## config.mk

```make
export PLATFORM = sky130hd
export DESIGN_NAME = mem_stage_ws
export DESIGN_NICKNAME = d
export VERILOG_FILES = /design/src/rtl/mem_stage_pkg.sv /design/src/rtl/mem_lane_align.sv /design/src/rtl/mem_stage_ws.sv
export SDC_FILE = /design/constraint.sdc
export NUM_CORES = 1
export LEC_CHECK = 0
export CAP_MARGIN = 30
export CORE_AREA = 3 3 157 159
export CTS_BUF_LIST = sky130_fd_sc_hd__clkbuf_4 sky130_fd_sc_hd__clkbuf_8
export DETAILED_ROUTE_END_ITERATION = 12
export DIE_AREA = 0 0 160 162
export DONT_BUFFER_PORTS = 1
export PLACE_DENSITY = 0.89
export SYNTH_ARGS = -nofsm -noshare
export SYNTH_HDL_FRONTEND = slang
export SYNTH_HIERARCHICAL = 1
export SYNTH_SLANG_ARGS = --single-unit
```

## constraint.sdc

```tcl
create_clock -name clk -period 4.25 [get_ports clk]
set_clock_uncertainty 0.15 [all_clocks]
set_input_delay 1.275 -clock clk [delete_from_list [all_inputs] [get_ports clk]]
set_output_delay 1.275 -clock clk [all_outputs]
set_load 0.05 [all_outputs]
```

## src/rtl/mem_stage_pkg.sv

```systemverilog
// Shared encodings for the MEM pipeline stage: store/load size codes and the
// access-sequencer state type.
package mem_stage_pkg;

    typedef enum logic [1:0] {
        ST_SW = 2'b00,
        ST_SH = 2'b01,
        ST_SB = 2'b10
    } store_op_e;

    typedef enum logic [2:0] {
        LD_LW  = 3'b000,
        LD_LH  = 3'b001,
        LD_LHU = 3'b010,
        LD_LB  = 3'b011,
        LD_LBU = 3'b100
    } load_op_e;

    typedef enum logic [1:0] {
        IDLE = 2'b00,
        WAIT = 2'b01,
        DONE = 2'b10
    } state_e;

endpackage

```

## src/rtl/mem_lane_align.sv

```systemverilog
// Little-endian lane steering: byte enables and replicated write data for
// stores, alignment check, and lane extraction with sign/zero extension.
module mem_lane_align
    import mem_stage_pkg::*;
(
    input  logic [1:0]  addr_lo_i,
    input  logic        mem_read_i,
    input  logic        mem_write_i,
    input  logic [1:0]  flag_store_i,
    input  logic [2:0]  flag_load_i,
    input  logic [31:0] store_data_i,
    input  logic [1:0]  ext_addr_lo_i,
    input  logic [2:0]  ext_flag_load_i,
    input  logic [31:0] ext_data_i,
    output logic [3:0]  be_o,
    output logic [31:0] wdata_o,
    output logic        misaligned_o,
    output logic [31:0] load_data_o
);

    logic [31:0] shifted;
    logic [7:0]  lane_byte;
    logic [15:0] lane_half;

    // Loads always fetch the full word; lane selection happens on the way back.
    always_comb begin
        // NOTE: every combinational output gets a default before any branch so no latch is inferred.
        be_o    = 4'b1111;
        wdata_o = store_data_i;
        if (mem_write_i) begin
            case (flag_store_i)
                ST_SH: begin
                    be_o    = addr_lo_i[1] ? 4'b1100 : 4'b0011;
                    wdata_o = {2{store_data_i[15:0]}};
                end
                ST_SB: begin
                    be_o    = 4'b0001 << addr_lo_i;
                    wdata_o = {4{store_data_i[7:0]}};
                end
                default: be_o = 4'b1111;
            endcase
        end
    end

    always_comb begin
        misaligned_o = 1'b0;
        if (mem_write_i) begin
            case (flag_store_i)
                ST_SH:   misaligned_o = addr_lo_i[0];
                ST_SB:   misaligned_o = 1'b0;
                default: misaligned_o = |addr_lo_i;
            endcase
        end else if (mem_read_i) begin
            case (flag_load_i)
                LD_LH, LD_LHU: misaligned_o = addr_lo_i[0];
                LD_LB, LD_LBU: misaligned_o = 1'b0;
                default:       misaligned_o = |addr_lo_i;
            endcase
        end
    end

    assign shifted   = ext_data_i >> {ext_addr_lo_i, 3'b000};
    assign lane_byte = shifted[7:0];
    assign lane_half = ext_addr_lo_i[1] ? ext_data_i[31:16] : ext_data_i[15:0];

    always_comb begin
        load_data_o = ext_data_i;
        case (ext_flag_load_i)
            LD_LH:   load_data_o = {{16{lane_half[15]}}, lane_half};
            LD_LHU:  load_data_o = {16'h0000, lane_half};
            LD_LB:   load_data_o = {{24{lane_byte[7]}}, lane_byte};
            LD_LBU:  load_data_o = {24'h000000, lane_byte};
            default: load_data_o = ext_data_i;
        endcase
    end

endmodule

```

## src/rtl/mem_stage_ws.sv

```systemverilog
// MEM pipeline stage with a wait-state memory port: one outstanding access,
// stall while waiting, timeout abort, MEM/WB latch and a store debug mirror.
module mem_stage_ws
    import mem_stage_pkg::*;
#(
    parameter int ADDR_W    = 10,
    parameter int DBG_WORDS = 5,
    parameter int TIMEOUT   = 15
) (
    input  logic                    clk,
    input  logic                    reset,
    input  logic                    enable,
    input  logic [31:0]             inMemAddress,
    input  logic [31:0]             inStoreData,
    input  logic                    MemWrite,
    input  logic                    MemRead,
    input  logic [1:0]              flagStore,
    input  logic [2:0]              flagLoad,
    input  logic [4:0]              inMuxRtRd,
    input  logic [4:0]              inRegRtMEM,
    input  logic [1:0]              inMemtoReg,
    input  logic                    inRegWrite,
    output logic                    memReq,
    output logic                    memWe,
    output logic [3:0]              memBe,
    output logic [ADDR_W-1:0]       memAddr,
    output logic [31:0]             memWdata,
    input  logic                    memAck,
    input  logic [31:0]             memRdata,
    output logic                    stallMEM,
    output logic                    misaligned,
    output logic                    busError,
    output logic [31:0]             outLoadData,
    output logic [31:0]             outAluLatch,
    output logic [1:0]              outMemtoReg,
    output logic                    outRegWrite,
    output logic [4:0]              outWriteReg,
    output logic [4:0]              outRegRtMEM,
    output logic [32*DBG_WORDS-1:0] debugWords
);

    localparam int                CNT_W    = $clog2(TIMEOUT + 1);
    localparam int                IDX_W    = ADDR_W - 2;
    localparam logic [CNT_W-1:0]  TMO_LAST = CNT_W'(TIMEOUT - 1);

    state_e             state_q, state_d;
    logic [CNT_W-1:0]   cnt_q, cnt_d;
    logic               mem_req_q;
    logic [ADDR_W-1:0]  req_addr_q;
    logic               req_we_q;
    logic [3:0]         req_be_q;
    logic [31:0]        req_wdata_q;
    logic               req_load_q;
    logic [2:0]         req_flag_q;
    logic [31:0]        hold_q;
    logic               timed_out_q;
    logic               mis_q, bus_err_q;

    logic [31:0]        ld_q, alu_q;
    logic [1:0]         m2r_q;
    logic               rw_q;
    logic [4:0]         wr_q, rt_q;
    logic [DBG_WORDS-1:0][31:0] dbg_q;

    logic        mem_op, is_load, mis_cond, access, stall;
    logic        ack_hit, tmo_hit, latch_en, dbg_we;
    logic [3:0]  be_c;
    logic [31:0] wdata_c, load_ext, ld_d;
    logic        rw_d;
    logic [IDX_W-1:0] dbg_idx;

    mem_lane_align u_align (
        .addr_lo_i       (inMemAddress[1:0]),
        .mem_read_i      (MemRead),
        .mem_write_i     (MemWrite),
        .flag_store_i    (flagStore),
        .flag_load_i     (flagLoad),
        .store_data_i    (inStoreData),
        .ext_addr_lo_i   (req_addr_q[1:0]),
        .ext_flag_load_i (req_flag_q),
        .ext_data_i      (hold_q),
        .be_o            (be_c),
        .wdata_o         (wdata_c),
        .misaligned_o    (mis_cond),
        .load_data_o     (load_ext)
    );

    assign mem_op   = MemRead | MemWrite;
    assign is_load  = MemRead & ~MemWrite;
    assign access   = mem_op & enable & ~mis_cond;
    assign ack_hit  = (state_q == WAIT) & memAck;
    assign tmo_hit  = (state_q == WAIT) & ~memAck & (cnt_q == TMO_LAST);
    assign latch_en = enable & ~stall;
    assign dbg_we   = ack_hit & req_we_q;
    assign dbg_idx  = req_addr_q[ADDR_W-1:2];

    always_comb begin
        state_d = state_q;
        cnt_d   = cnt_q;
        stall   = 1'b0;
        case (state_q)
            IDLE: begin
                if (access) begin
                    state_d = WAIT;
                    cnt_d   = '0;
                    stall   = 1'b1;
                end
            end
            // enable is deliberately ignored here: a started access always completes or times out.
            WAIT: begin
                stall = 1'b1;
                cnt_d = cnt_q + 1'b1;
                if (memAck || cnt_q == TMO_LAST) state_d = DONE;
            end
            DONE: begin
                if (enable) state_d = IDLE;
            end
            default: state_d = IDLE;
        endcase
    end

    always_ff @(posedge clk or negedge reset) begin
        if (!reset) begin
            state_q     <= IDLE;
            cnt_q       <= '0;
            mem_req_q   <= 1'b0;
            hold_q      <= '0;
            timed_out_q <= 1'b0;
            mis_q       <= 1'b0;
            bus_err_q   <= 1'b0;
        end else begin
            // NOTE: sequential state uses non-blocking assignments so every register samples pre-edge values.
            state_q   <= state_d;
            cnt_q     <= cnt_d;
            mem_req_q <= (state_d == WAIT);
            mis_q     <= (state_q == IDLE) & mem_op & enable & mis_cond;
            bus_err_q <= tmo_hit;
            if (ack_hit) begin
                hold_q      <= memRdata;
                timed_out_q <= 1'b0;
            end else if (tmo_hit) begin
                hold_q      <= '0;
                timed_out_q <= 1'b1;
            end
        end
    end

    // Request fields are frozen on entry to WAIT so the bus stays stable while stalled.
    always_ff @(posedge clk or negedge reset) begin
        if (!reset) begin
            req_addr_q  <= '0;
            req_we_q    <= 1'b0;
            req_be_q    <= '0;
            req_wdata_q <= '0;
            req_load_q  <= 1'b0;
            req_flag_q  <= '0;
        end else if (state_q == IDLE && access) begin
            req_addr_q  <= inMemAddress[ADDR_W-1:0];
            req_we_q    <= MemWrite;
            req_be_q    <= be_c;
            req_wdata_q <= wdata_c;
            req_load_q  <= is_load;
            req_flag_q  <= flagLoad;
        end
    end

    always_comb begin
        ld_d = '0;
        rw_d = inRegWrite;
        if (state_q == DONE) begin
            if (req_load_q) ld_d = load_ext;
            if (req_load_q && timed_out_q) rw_d = 1'b0;
        end else if (is_load && mis_cond) begin
            rw_d = 1'b0;
        end
    end

    always_ff @(posedge clk or negedge reset) begin
        if (!reset) begin
            ld_q  <= '0;
            alu_q <= '0;
            m2r_q <= '0;
            rw_q  <= 1'b0;
            wr_q  <= '0;
            rt_q  <= '0;
        end else if (latch_en) begin
            ld_q  <= ld_d;
            alu_q <= inMemAddress;
            m2r_q <= inMemtoReg;
            rw_q  <= rw_d;
            wr_q  <= inMuxRtRd;
            rt_q  <= inRegRtMEM;
        end
    end

    always_ff @(posedge clk or negedge reset) begin
        if (!reset) begin
            // NOTE: the debug mirror is a small register file, so it is reset like any other state.
            dbg_q <= '0;
        end else if (dbg_we) begin
            for (int w = 0; w < DBG_WORDS; w++) begin
                if (dbg_idx == IDX_W'(w)) begin
                    for (int b = 0; b < 4; b++) begin
                        if (req_be_q[b]) dbg_q[w][8*b +: 8] <= req_wdata_q[8*b +: 8];
                    end
                end
            end
        end
    end

    assign memReq      = mem_req_q;
    assign memWe       = req_we_q;
    assign memBe       = req_be_q;
    assign memAddr     = req_addr_q;
    assign memWdata    = req_wdata_q;
    assign stallMEM    = stall;
    assign misaligned  = mis_q;
    assign busError    = bus_err_q;
    assign outLoadData = ld_q;
    assign outAluLatch = alu_q;
    assign outMemtoReg = m2r_q;
    assign outRegWrite = rw_q;
    assign outWriteReg = wr_q;
    assign outRegRtMEM = rt_q;
    assign debugWords  = dbg_q;

endmodule

```

== After elaboration in Yosys (flattened, before gate mapping) ==
Index checks and enable logic that the tools add are counted.
Word-level totals
  latch bits: 0
  output and inout bits: 288
  bits in writable memories: 0
  bits in registers: 330
  bits of input ports: 120
  memories: 0
  word-level logic and storage cells: 137
  memory bits (read-only): 0
Cells by class
  order comparisons: 0
  $mul: 0
  bitwise operators: 16
  reductions and logical operators: 32
  eq/ne operators: 19
  add/sub/neg operators: 1
  mux-type cells: 28
  div/mod/pow operators: 0
  shifts and indexed selects: 2
Operators by type and width (count)
  32-bit 2-to-1 mux: 5
  32-bit case mux with 4 select lines: 1
  32-bit case mux with 2 select lines: 1
  3-bit AND reduction: 20
  32-bit by 5-bit >> shifter with 8-bit output: 1
  8-bit by 2-bit equality test with 1-bit output, second input constant: 2
  16-bit 2-to-1 mux: 1
  4-bit case mux with 2 select lines: 2
  3-bit by 2-bit equality test with 1-bit output, second input constant: 4
  4-bit 2-to-1 mux: 3
  1-bit AND: 11
  8-bit by 1-bit equality test with 1-bit output, second input constant: 1
  8-bit by 3-bit equality test with 1-bit output, second input constant: 1
  8-bit logical NOT: 1
  1-bit 2-to-1 mux: 8
  2-bit by 1-bit equality test with 1-bit output, second input constant: 3
  3-bit by 1-bit equality test with 1-bit output, second input constant: 2
  3-bit equality test, second input constant: 2
  2-bit 2-to-1 mux: 3
  1-bit case mux with 2 select lines: 3
  2-bit case mux with 3 select lines: 1
  2-bit OR reduction: 3
  4-bit by 1-bit adder with 4-bit output, second input constant: 1
  2-bit equality test, second input constant: 2
  other kinds (10): 16

== Depth between registers and ports, before layout ==
Gate-level depths: netlist of run 1.
  depth after elaboration: 11
  depth in mapped cells: 11
  gate-level depth less buffers: 8

== Cells and area by module ==
Netlist of run 1, hierarchy kept.
Modules (own cells, without submodules)
  mem_stage_ws: times used 1, cells an instance 815, area each 13046.3 sq um, sequential area each 8257.9 sq um
  mem_lane_align: times used 1, cells an instance 210, area each 1353.8 sq um, sequential area each 0.0 sq um

== Worst setup path after synthesis of run 1 ==
OpenSTA, ideal clock, no wires.
  path kind: input to output
  from: input flagStore[0]
  to: output stallMEM
  path slack: -0.917 ns
  arrival time: 3.742 ns
  required time: 2.825 ns
  stages: 8
  path buffers: 1
  cells stage by stage: inv_1 > ha_1 > nand2b_1 > clkbuf_1 > a21oi_1 > a221oi_1 > or4b_4 > o21ai_0
Between the ends
  word-level cells in the longest chain between the ends: 7
  elaborated cells on any way between the ends: 8
  those cells by class: 2 x eq/ne; 4 x mux; 2 x bitwise
RTL lines
  start, declared: RTL line mem_stage_ws.sv:17  | input logic [1:0] flagStore,
  2-bit equality test / 2-bit by 1-bit equality test with 1-bit output (equally long branches): RTL line mem_lane_align.sv:48  | case (flag_store_i)
  1-bit case mux with 2 select lines (*): RTL line mem_lane_align.sv:48
  1-bit 2-to-1 mux (*): RTL line mem_lane_align.sv:47  | if (mem_write_i) begin
  named net mis_cond: RTL line mem_stage_ws.sv:65  | logic mem_op, is_load, mis_cond, access, stall;
  1-bit NOT (*): RTL line mem_stage_ws.sv:90  | assign access = mem_op & enable & ~mis_cond;
  1-bit AND (*): RTL line mem_stage_ws.sv:90
  1-bit 2-to-1 mux (*): RTL line mem_stage_ws.sv:103  | if (access) begin
  1-bit case mux with 2 select lines (*): RTL line mem_stage_ws.sv:101  | case (state_q)
  end, declared: RTL line mem_stage_ws.sv:30  | output logic stallMEM,
The timed path passes the listed nets; every way through them passes the cells marked *.

== Worst setup path after layout of run 1 ==
  from: input flagStore[1]
  to: output stallMEM
The elaborated chain is that of the path after synthesis.

==> run_results.csv, run 1 <==
group,metric,value,unit
outcome,outcome,"finished clean",
global_routing,grt_max_degree,331,
layout,final_common_cell,"dfrtp_1",
drt,dr.pass1.iters,5,
sta,holdWs,0.275,ns
clock_tree,cts_root_buf,"clkbuf_8",
placed_design,port_buffers,0,
placed_design,globalplace.congestion,0.887,
sta,worst-slew-pin-transition,0.996,ns
global_routing,antenna_found_initial,2,
sta,maxSlewHeadroom,33.6,%
drt,vias_per_cell,6.25,
flow_run,maxCapViolations,0,
global_routing,busiest_layer,"met2",
yosys,ys_types,57,
layout,final_net_count,1156,
yosys,syn-instance-count,1025,
clock_tree,cts_tree,"built",
worst_setup_path,worstSetupStartpointType,"input pin",
drt,ant_nets,0,
global_routing,grt_use_met1,31.9,%
sta,setup_viol,0,
drt,drc,0,
clock_tree,numCtsBuffers,51,
clock_tree,ctsHoldBuffers,0,
sta,timing_hold_violations_final,0,
global_routing,use_met2,47.5,%
sta,post-route-period-util,98.9,%
yosys,yosysWarnings,6,
sta,max_freq,0.238,GHz
layout,diodes,0,
power,p_per_area,742,nW/um^2
worst_setup_path,r2r-start,"memAddr[3]$_DFFE_PN0P_",
placed_design,post-place-cells,1297,
clock_tree,path_clk_slew,0.06,ns
global_routing,grt_util_all_layers,27.9,%
layout,final_cell_mix,"330 x dfrtp_1, 210 x mux2_2, 66 x clkbuf_8",
global_routing,grt_pass1_vias,9069,
floorplan,io_pins,408,
yosys,syn_nets,1149,
yosys,ys_seq_elements,330,
yosys,async_flop_share,100,%
power,p_leak,7.87,nW
clock_tree,cts_sinks,330,
drt,via_count,8685,
worst_setup_path,critPathLaunch,"flagStore[1]",
sta,rsz0062_at_grt,"yes",
floorplan,die_h,162,um
clock_tree,cts.htree.levels,2,
drt,wire_per_inst,26.6,um
min_path,hold_path.class,"input pin to async pin",
power,ir_drop,0.444,mV
sta,slew_violations,0,
floorplan,rows,56,
global_routing,overflow,0,
worst_setup_path,cp.required,2.82,ns
yosys,ys.flop_type,"dfrtp_1",
worst_setup_path,critPathMaxFanout,4,
layout,post_route_cells_drive_above_1_share,37.9,%
global_routing,grt_pass1_wl,56000,um
sta,final.setup.tns,0,ns
layout,nFillCells,1555,
worst_setup_path,crit_path_end_kind,"primary output",
layout,final_cell_count_no_fill,1390,
placed_design,dp_hpwl,25700,um
global_routing,met3_usage,10.8,%
yosys,yosysSeqAreaShare,57.3,%
floorplan,floorplan.initialDensity,61.5,%
yosys,syn_area,14400,um^2
yosys,synth_enable_flop_cells,0,
floorplan,die_w,160,um
floorplan,die_area,25900,um^2
worst_setup_path,critical_path_class,"input pin to primary output",
worst_setup_path,critical_path_arrival,2.78,ns
yosys,syn_area_per_cell,14.0,um^2
sta,period_needed,4.20,ns
drt,first_iter_violations,736,
clock_tree,clk_latency,0.57,ns
clock_tree,clockBufferDepth,3,
floorplan,core-area,23400,um^2
layout,areaGrowthSynthToFinish,9.77,%
drt,totalWireLength,36900,um
==> cell families (layout without fill, tap and decap cells) <==
| family | after synthesis | after routing | share of synthesized area, % |
|---|---|---|---|
| multiplexers | 299 | 299 | 24.3 |
| buffers and inverters | 119 | 165 | 4.21 |
| AND/OR/NAND/NOR | 140 | 140 | 6.53 |
| adder cells (fa/ha/maj) | 12 | 12 | 0.904 |
| XOR/XNOR | 2 | 2 | 0.122 |
| flip-flops | 330 | 330 | 57.3 |
| AO/OA/AOI/OAI | 123 | 123 | 6.60 |
==> cell type report <==
| type | count | area [um^2] | area share, % |
|---|---|---|---|
| Clock buffer | 79 | 1010 | 6.36 |
| Clock inverter | 13 | 133 | 0.839 |
| Inverter | 55 | 211 | 1.34 |
| Multi-Input combinational cell | 576 | 5630 | 35.6 |
| Sequential cell | 330 | 8260 | 52.2 |
| Tap cell | 319 | 399 | 2.53 |
| Timing Repair Buffer | 18 | 173 | 1.09 |
==> cell usage after synthesis (7+ instances only) <==
cell      number  area [um^2]
a21boi_0       7         52.6
a21o_1        10         75.1
a21oi_1        8         40.0
a221oi_1       9         78.8
a22o_1        48          420
buf_2         18         90.1
buf_4          9         67.6
clkbuf_1      24         90.1
dfrtp_1      330         8260
inv_1         55          206
maj3_1         8         80.1
mux2_2       210         2360
mux2_4        46          691
mux2i_1       42          420
nand2_1       46          173
nand4_1        9         56.3
nand4_4       10          213
nor2_1        26         97.6
nor3_1         9         45.0
o21ai_0       15         75.1
o221ai_1       7         61.3
==> where the power goes <==
group	total (mW)	switching, mW	internal, mW
clock network	2.87	1.24	1.64
registers	6.71	2.92	3.79
logic	2.14	0.936	1.21
total	11.7	5.09	6.63
==> layer usage <==
metal  vias to the layer above  wire length, um
met5                         -               27
met2                       484            18600
met3                        99             3960
li1                       3671                -
met4                         4             1400
met1                      4427            12900
==> state kept, by name (all words and copies together), names as in the netlist, 5 cells and up <==
name and count:
outAluLatch 32, outRegRtMEM 5, outWriteReg 5, hold_q 32, memAddr 10, outLoadData 32
memWdata 32, debugWords 160
==> stage by stage <==
stage	power [mW]	cell area, um^2	worst slack [ns]	util [%]
after floorplan	8.17	14500	-0.0187	-
after global placement	8.74	14600	0.0244	62.6
after detailed placement	8.87	14600	0.0342	62.6
after CTS	11.8	15800	0.0203	67.4
after global routing	12.2	15800	-0.0183	67.5
final	11.7	15800	0.0474	67.5
==> timing repair <==
action                                 4_1_cts  5_1_grt
endpoints found under the hold margin        0        0
gates resized for setup                      0        3
setup endpoints to repair                    0        1
setup buffers                                0        1
==> worst max-delay path, cell delays in order <==
cell and delay (ns):
ha_4 0.22, nand2b_4 0.14, a21oi_2 0.17, a221oi_4 0.06
or4b_4 0.59, o21ai_4 0.17, buf_12 0.16
==> worst paths after layout <==
| kind | slack (ns) | to | cells after the start |
|---|---|---|---|
| worst max-delay path | 0.05 | stallMEM | 7 |
| worst min-delay path | 0.27 | hold_q[0]$_DFFE_PN0P_ | 0 |
| worst max register to register | 1.19 | debugWords[16]$_DFFE_PN0P_ | 3 |
| worst min register to register | 0.32 | cnt_q[3]$_DFFE_PN0P_ | 1 |
| max in group asynchronous | 2.85 | debugWords[92]$_DFFE_PN0P_ | 0 |
| min in group clk | 0.32 | cnt_q[3]$_DFFE_PN0P_ | 1 |
(Power assumes the default switching activity.)
==> run 2, diff against run 1 <==
==> constraint.sdc (replaced) <==
create_clock -name clk -period 4.25 [get_ports clk]
set_clock_uncertainty 0.15 [all_clocks]
set_input_delay 1.275 -clock clk [delete_from_list [all_inputs] [get_ports clk]]
set_output_delay 1.275 -clock clk [all_outputs]
set_load 0.01 [all_outputs]
==> run 2 against run 1 <==
  * Combinational power about the same
  * Worst hold slack hardly changed
  * Via count rose by 0.16%
  * Global-route usage is 0.23 points higher
  * Critical path depth unchanged
  * Sequential cell count unchanged
  * Sequential power down 23%
  * Sequential share of layout area is 0.29 points higher
  * Worst setup slack better by 0.0094 ns
  * Register-to-register slack improved by 0.21 ns
==> run_results.csv, run 2 (synthesized netlist as in run 1, its figures left out) <==
group,metric,value,unit
outcome,outcome,"finished clean",
clock_tree,clockBufferDepth,3,
global_routing,grt_util_all_layers,28.1,%
sta,slew_violations,0,
worst_setup_path,critical_path_arrival,2.77,ns
worst_setup_path,crit_buf_inv,1,
placed_design,globalplace.congestion,0.834,
sta,post-route-period-util,98.7,%
worst_setup_path,crit_path_end_kind,"primary output",
power,ir_drop,0.486,mV
clock_tree,ctsHoldBuffers,0,
drt,first_iter_violations,749,
sta,worst-slew-pin-transition,0.984,ns
worst_setup_path,slowest_stage,"or4b_4",
worst_setup_path,worstSetupStartpointType,"input pin",
sta,rsz0062_at_grt,"no",
global_routing,overflow,0,
layout,final_net_count,1153,
sta,worst_slack,0.0568,ns
global_routing,grt_pass1_vias,9133,
clock_tree,cts_root_buf,"clkbuf_8",
worst_setup_path,r2r_end,"debugWords[12]$_DFFE_PN0P_",
placed_design,dp_hpwl,26300,um
worst_setup_path,path_delay_family,"compound AO/OA/AOI/OAI gates",
drt,totalWireLength,36800,um
layout,final_cell_count_no_fill,1384,
sta,timing_hold_violations_final,0,
placed_design,port_buffers,0,
clock_tree,numCtsBuffers,50,
layout,final_common_cell,"dfrtp_1",
floorplan,core-area,23400,um^2
layout,diodes,0,
sta,setup_viol,0,
power,p_leak,7.84,nW
clock_tree,cts_setup_buffers,0,
floorplan,die_area,25900,um^2
global_routing,grt_pass1_wl,56500,um
drt,via_count,8699,
worst_setup_path,cp_cell_sequence,"nor2_1 -> o21a_1 -> o211ai_1 -> a221oi_2 -> or4b_4 -> o21ai_2 -> buf_4",
floorplan,io_pins,408,
layout,post_route_cells_drive_above_1_share,37.3,%
sta,period_needed,4.19,ns
flow_run,maxCapViolations,0,
worst_setup_path,critical_path_class,"input pin to primary output",
clock_tree,path_clk_slew,0.06,ns
drt,drc,0,
drt,vias_per_cell,6.29,
worst_setup_path,critPathMaxFanout,3,
layout,areaGrowthSynthToFinish,9.17,%
global_routing,grt_max_degree,331,
drt,wire_per_inst,26.6,um
sta,max_freq,0.238,GHz
worst_setup_path,slowest_delay,0.51,ns
layout,final_cell_mix,"330 x dfrtp_1, 210 x mux2_2, 66 x clkbuf_8",
clock_tree,cts_tree,"built",
clock_tree,clk_latency,0.56,ns
worst_setup_path,r2r-start,"memAddr[3]$_DFFE_PN0P_",
placed_design,pre_cts_ws,-0.0341,ns
worst_setup_path,cp.required,2.82,ns
placed_design,post-place-cells,1296,
drt,ant_nets,0,
clock_tree,cts_sinks,330,
sta,final.setup.tns,0,ns
global_routing,antenna_found_initial,0,
floorplan,floorplan.initialDensity,61.5,%
clock_tree,cts.htree.levels,2,
worst_setup_path,reg2reg_slack,1.40,ns
layout,design_area,15700,um^2
worst_setup_path,r2r_cells,3,
floorplan,die_w,160,um
floorplan,rows,56,
min_path,hold_path.class,"input pin to async pin",
layout,largest_reg_flops,160,
sta,maxSlewHeadroom,34.4,%
layout,nFillCells,1585,
power,total_power,10.0,mW
placed_design,placed_area,14600,um^2
drt,dr.pass1.iters,5,
power,p_per_area,639,nW/um^2
floorplan,die_h,162,um
-- run 2: stage by stage --
stage	util [%]	hold WS (ns)
6_report	67.2	0.274
5_1_grt	67.2	0.227
4_1_cts	67.1	0.228
3_5_place_dp	62.4	0.342
3_3_place_gp	62.3	0.296
2_1_floorplan	-	0.280
-- run 2: worst reg2reg max path: stages (launching register included) --
cell and delay, ns:
dfrtp_1 0.56, nor4_1 0.83, nand4_1 0.69, mux2_2 0.51
-- run 2: timing repair --
item / in CTS / in global routing
cloned: 0 / 0
resized for setup: 1 / 2
pin swaps: 0 / 1
endpoints found under the setup margin: 1 / 1
-- run 2: where the power goes --
part / switching (mW) / leakage (nW) / total, mW / internal (mW)
Sequential: 1.33 / 4.33 / 5.16 / 3.83
Combinational: 0.917 / 2.92 / 2.11 / 1.19
Clock: 1.19 / 0.579 / 2.77 / 1.58
Total: 3.44 / 7.84 / 10.0 / 6.60
-- run 2: final cells by class --
cell class / count / area (um^2) / share of cell area [%]
tap: 319 / 399 / 2.54
sequential: 330 / 8260 / 52.5
inverter: 55 / 206 / 1.31
multi-input combinational: 576 / 5590 / 35.6
clock inverter: 7 / 70.1 / 0.446
clock buffer: 81 / 1020 / 6.49
timing repair buffer: 16 / 173 / 1.10
-- run 2: how the worst max path moves through the flow --
stage | startpoint | to | cells past startpoint
CTS | flagStore[0] | stallMEM | 8
detailed placement | flagStore[0] | stallMEM | 8
finish | flagLoad[1] | stallMEM | 7
floorplan | flagStore[0] | stallMEM | 8
global placement | flagStore[0] | stallMEM | 8
global route | flagStore[0] | stallMEM | 8
-- run 2: metal layers --
metal | share of wire (%) | global-route usage [%] | up-vias
li1 | - | - | 3678
met1 | 37 | 33.9 | 4453
met2 | 50 | 47.1 | 482
met3 | 10 | 9.90 | 86
met4 | 3.2 | 10.1 | 0
met5 | 0 | 0 | -
==> run 3, diff against run 2 <==
--- a/config.mk
+++ b/config.mk
@@ -6,12 +6,12 @@
 export NUM_CORES = 1
 export LEC_CHECK = 0
 export CAP_MARGIN = 30
-export CORE_AREA = 3 3 157 159
+export CORE_AREA = 3 3 158 160
 export CTS_BUF_LIST = sky130_fd_sc_hd__clkbuf_4 sky130_fd_sc_hd__clkbuf_8
 export DETAILED_ROUTE_END_ITERATION = 12
-export DIE_AREA = 0 0 160 162
+export DIE_AREA = 0 0 161 163
 export DONT_BUFFER_PORTS = 1
-export PLACE_DENSITY = 0.89
+export PLACE_DENSITY = 0.88
 export SYNTH_ARGS = -nofsm -noshare
 export SYNTH_HDL_FRONTEND = slang
 export SYNTH_HIERARCHICAL = 1
==> constraint.sdc (replaced) <==
create_clock -name clk -period 5.1 [get_ports clk]
set_clock_uncertainty 0.15 [all_clocks]
set_input_delay 1.53 -clock clk [delete_from_list [all_inputs] [get_ports clk]]
set_output_delay 1.53 -clock clk [all_outputs]
set_load 0.01 [all_outputs]
==> run 3 against run 2 <==
  * First-iteration DRC count up 7.1%
  * Worst setup slack better by 0.17 ns
  * Global-route usage down 0.25 points
  * Routed wire length up 0.70%
  * Count of clock-buffer cells in the layout down 4
  * Clock power down 11%
  * Non-clock buffer count down 1
  * Via count down 1.4%
  * Combinational power down 17%
  * Critical path depth up 1
  * Die area up 1.2%
  * Register-to-register slack better by 0.75 ns
  * Largest cell class unchanged
  * Highest routed layer unchanged
==> run_results.csv, run 3 (synthesized netlist as in run 1, its figures left out) <==
group,metric,value,unit
outcome,outcome,"finished clean",
clock_tree,cts_tree,"built",
drt,first_iter_violations,802,
layout,final_common_cell,"dfrtp_1",
clock_tree,clk_latency,0.57,ns
floorplan,rows,56,
worst_setup_path,critPathMaxFanout,4,
layout,post_route_cells_drive_above_1_share,37.1,%
layout,areaGrowthSynthToFinish,9.66,%
drt,totalWireLength,37100,um
placed_design,port_buffers,0,
clock_tree,clockBufferDepth,3,
global_routing,grt_pass1_wl,56300,um
clock_tree,cts_setup_buffers,0,
floorplan,die_w,161,um
floorplan,core-area,23500,um^2
worst_setup_path,r2r-start,"memAddr[3]$_DFFE_PN0P_",
clock_tree,cts_root_buf,"clkbuf_8",
sta,slew_violations,0,
worst_setup_path,worstSetupStartpointType,"input pin",
clock_tree,cts_sinks,330,
clock_tree,path_clk_slew,0.06,ns
sta,period_needed,4.87,ns
sta,worst-slew-pin-transition,0.866,ns
drt,wire_per_inst,26.7,um
drt,dr.pass1.iters,5,
clock_tree,cts.htree.levels,2,
layout,diodes,0,
drt,drc,0,
sta,post-route-period-util,95.5,%
clock_tree,cts-resized-gates,0,
floorplan,die_area,26200,um^2
worst_setup_path,crit_path_end_kind,"primary output",
sta,maxSlewHeadroom,41.7,%
power,total_power,8.52,mW
sta,setup_viol,0,
global_routing,grt_util_all_layers,27.8,%
layout,final_util,67.1,%
drt,via_count,8579,
clock_tree,ctsHoldBuffers,0,
clock_tree,numCtsBuffers,49,
flow_run,maxCapViolations,0,
power,ir_drop,0.429,mV
worst_setup_path,critical_path_arrival,3.19,ns
power,p_leak,7.87,nW
sta,final.setup.tns,0,ns
global_routing,overflow,0,
placed_design,pre_cts_ws,0.236,ns
placed_design,dp_hpwl,26000,um
drt,ant_nets,0,
sta,rsz0062_at_grt,"no",
power,p_per_area,539,nW/um^2
worst_setup_path,critPathLaunch,"flagStore[0]",
min_path,hp-start,"cnt_q[3]$_DFFE_PN0P_",
worst_setup_path,critical_path_class,"input pin to primary output",
placed_design,globalplace.congestion,0.819,
global_routing,antenna_found_initial,0,
global_routing,grt_pass1_vias,9020,
sta,timing_hold_violations_final,0,
floorplan,die_h,163,um
layout,nFillCells,1583,
floorplan,io_pins,408,
worst_setup_path,cp.required,3.42,ns
drt,vias_per_cell,6.19,
sta,max_freq,0.205,GHz
floorplan,floorplan.initialDensity,61.2,%
min_path,hold_path.class,"flop to flop",
sta,worst_slack,0.229,ns
layout,final_net_count,1151,
layout,largest_reg_flops,160,
global_routing,grt_max_degree,331,
layout,final_cell_mix,"330 x dfrtp_1, 210 x mux2_2, 65 x clkbuf_8",
## run 3: cell count changes in the layout (fill, tap and decap cells not counted), moves of 2 or more
cell / change
buf_12: -2
buf_16: +3
buf_8: -2
bufinv_16: +3
clkbuf_4: -3
clkinv_2: +3
clkinvlp_4: +3
inv_6: -2
## run 3: metal layers
layer | GRT usage [%] | vias up | share of wire, %
met5 | 0 | - | 0
met1 | 33.6 | 4396 | 37
met3 | 9.23 | 53 | 10
met4 | 6.34 | 0 | 1.6
met2 | 49.0 | 461 | 51
li1 | - | 3669 | -
## run 3: area by class of cell
type                    instances  area (um^2)  share of cell area [%]
multi-input cells             576         5570                    35.3
inverters                      55          206                    1.31
flip-flops and latches        330         8260                    52.3
repair buffers                 15          185                    1.17
well taps                     319          399                    2.53
clock inverters                15          191                    1.21
clock buffers                  77          985                    6.24
## run 3: critical path: stages
cell	delay [ns]
inv_1	0.03
ha_1	0.30
nand2b_1	0.18
a21oi_1	0.12
a221oi_1	0.07
or4b_4	0.53
o21ai_0	0.24
buf_4	0.18
## run 3: power breakdown
group | switching (mW) | internal (mW) | total, mW
Combinational | 0.767 | 0.996 | 1.76
Clock | 1.03 | 1.44 | 2.47
Sequential | 1.10 | 3.19 | 4.29
## run 3: final timing paths
check,cells after the start,slack [ns],to
hold reg to reg,1,0.34,cnt_q[3]$_DFFE_PN0P_
setup / recovery,8,0.23,stallMEM
setup reg to reg,3,2.15,debugWords[22]$_DFFE_PN0P_
hold / removal,1,0.34,cnt_q[3]$_DFFE_PN0P_
max in group asynchronous,0,3.77,outAluLatch[20]$_DFFE_PN0P_
min in group asynchronous,0,0.54,debugWords[116]$_DFFE_PN0P_
## run 3: metrics by stage
step	hold WS, ns	area (um^2)	instances
2_1_floorplan	0.280	14400	1025
3_3_place_gp	0.300	14500	1292
3_5_place_dp	0.324	14600	1295
4_1_cts	0.333	15800	1387
5_1_grt	0.355	15800	1387
6_report	0.336	15800	1387
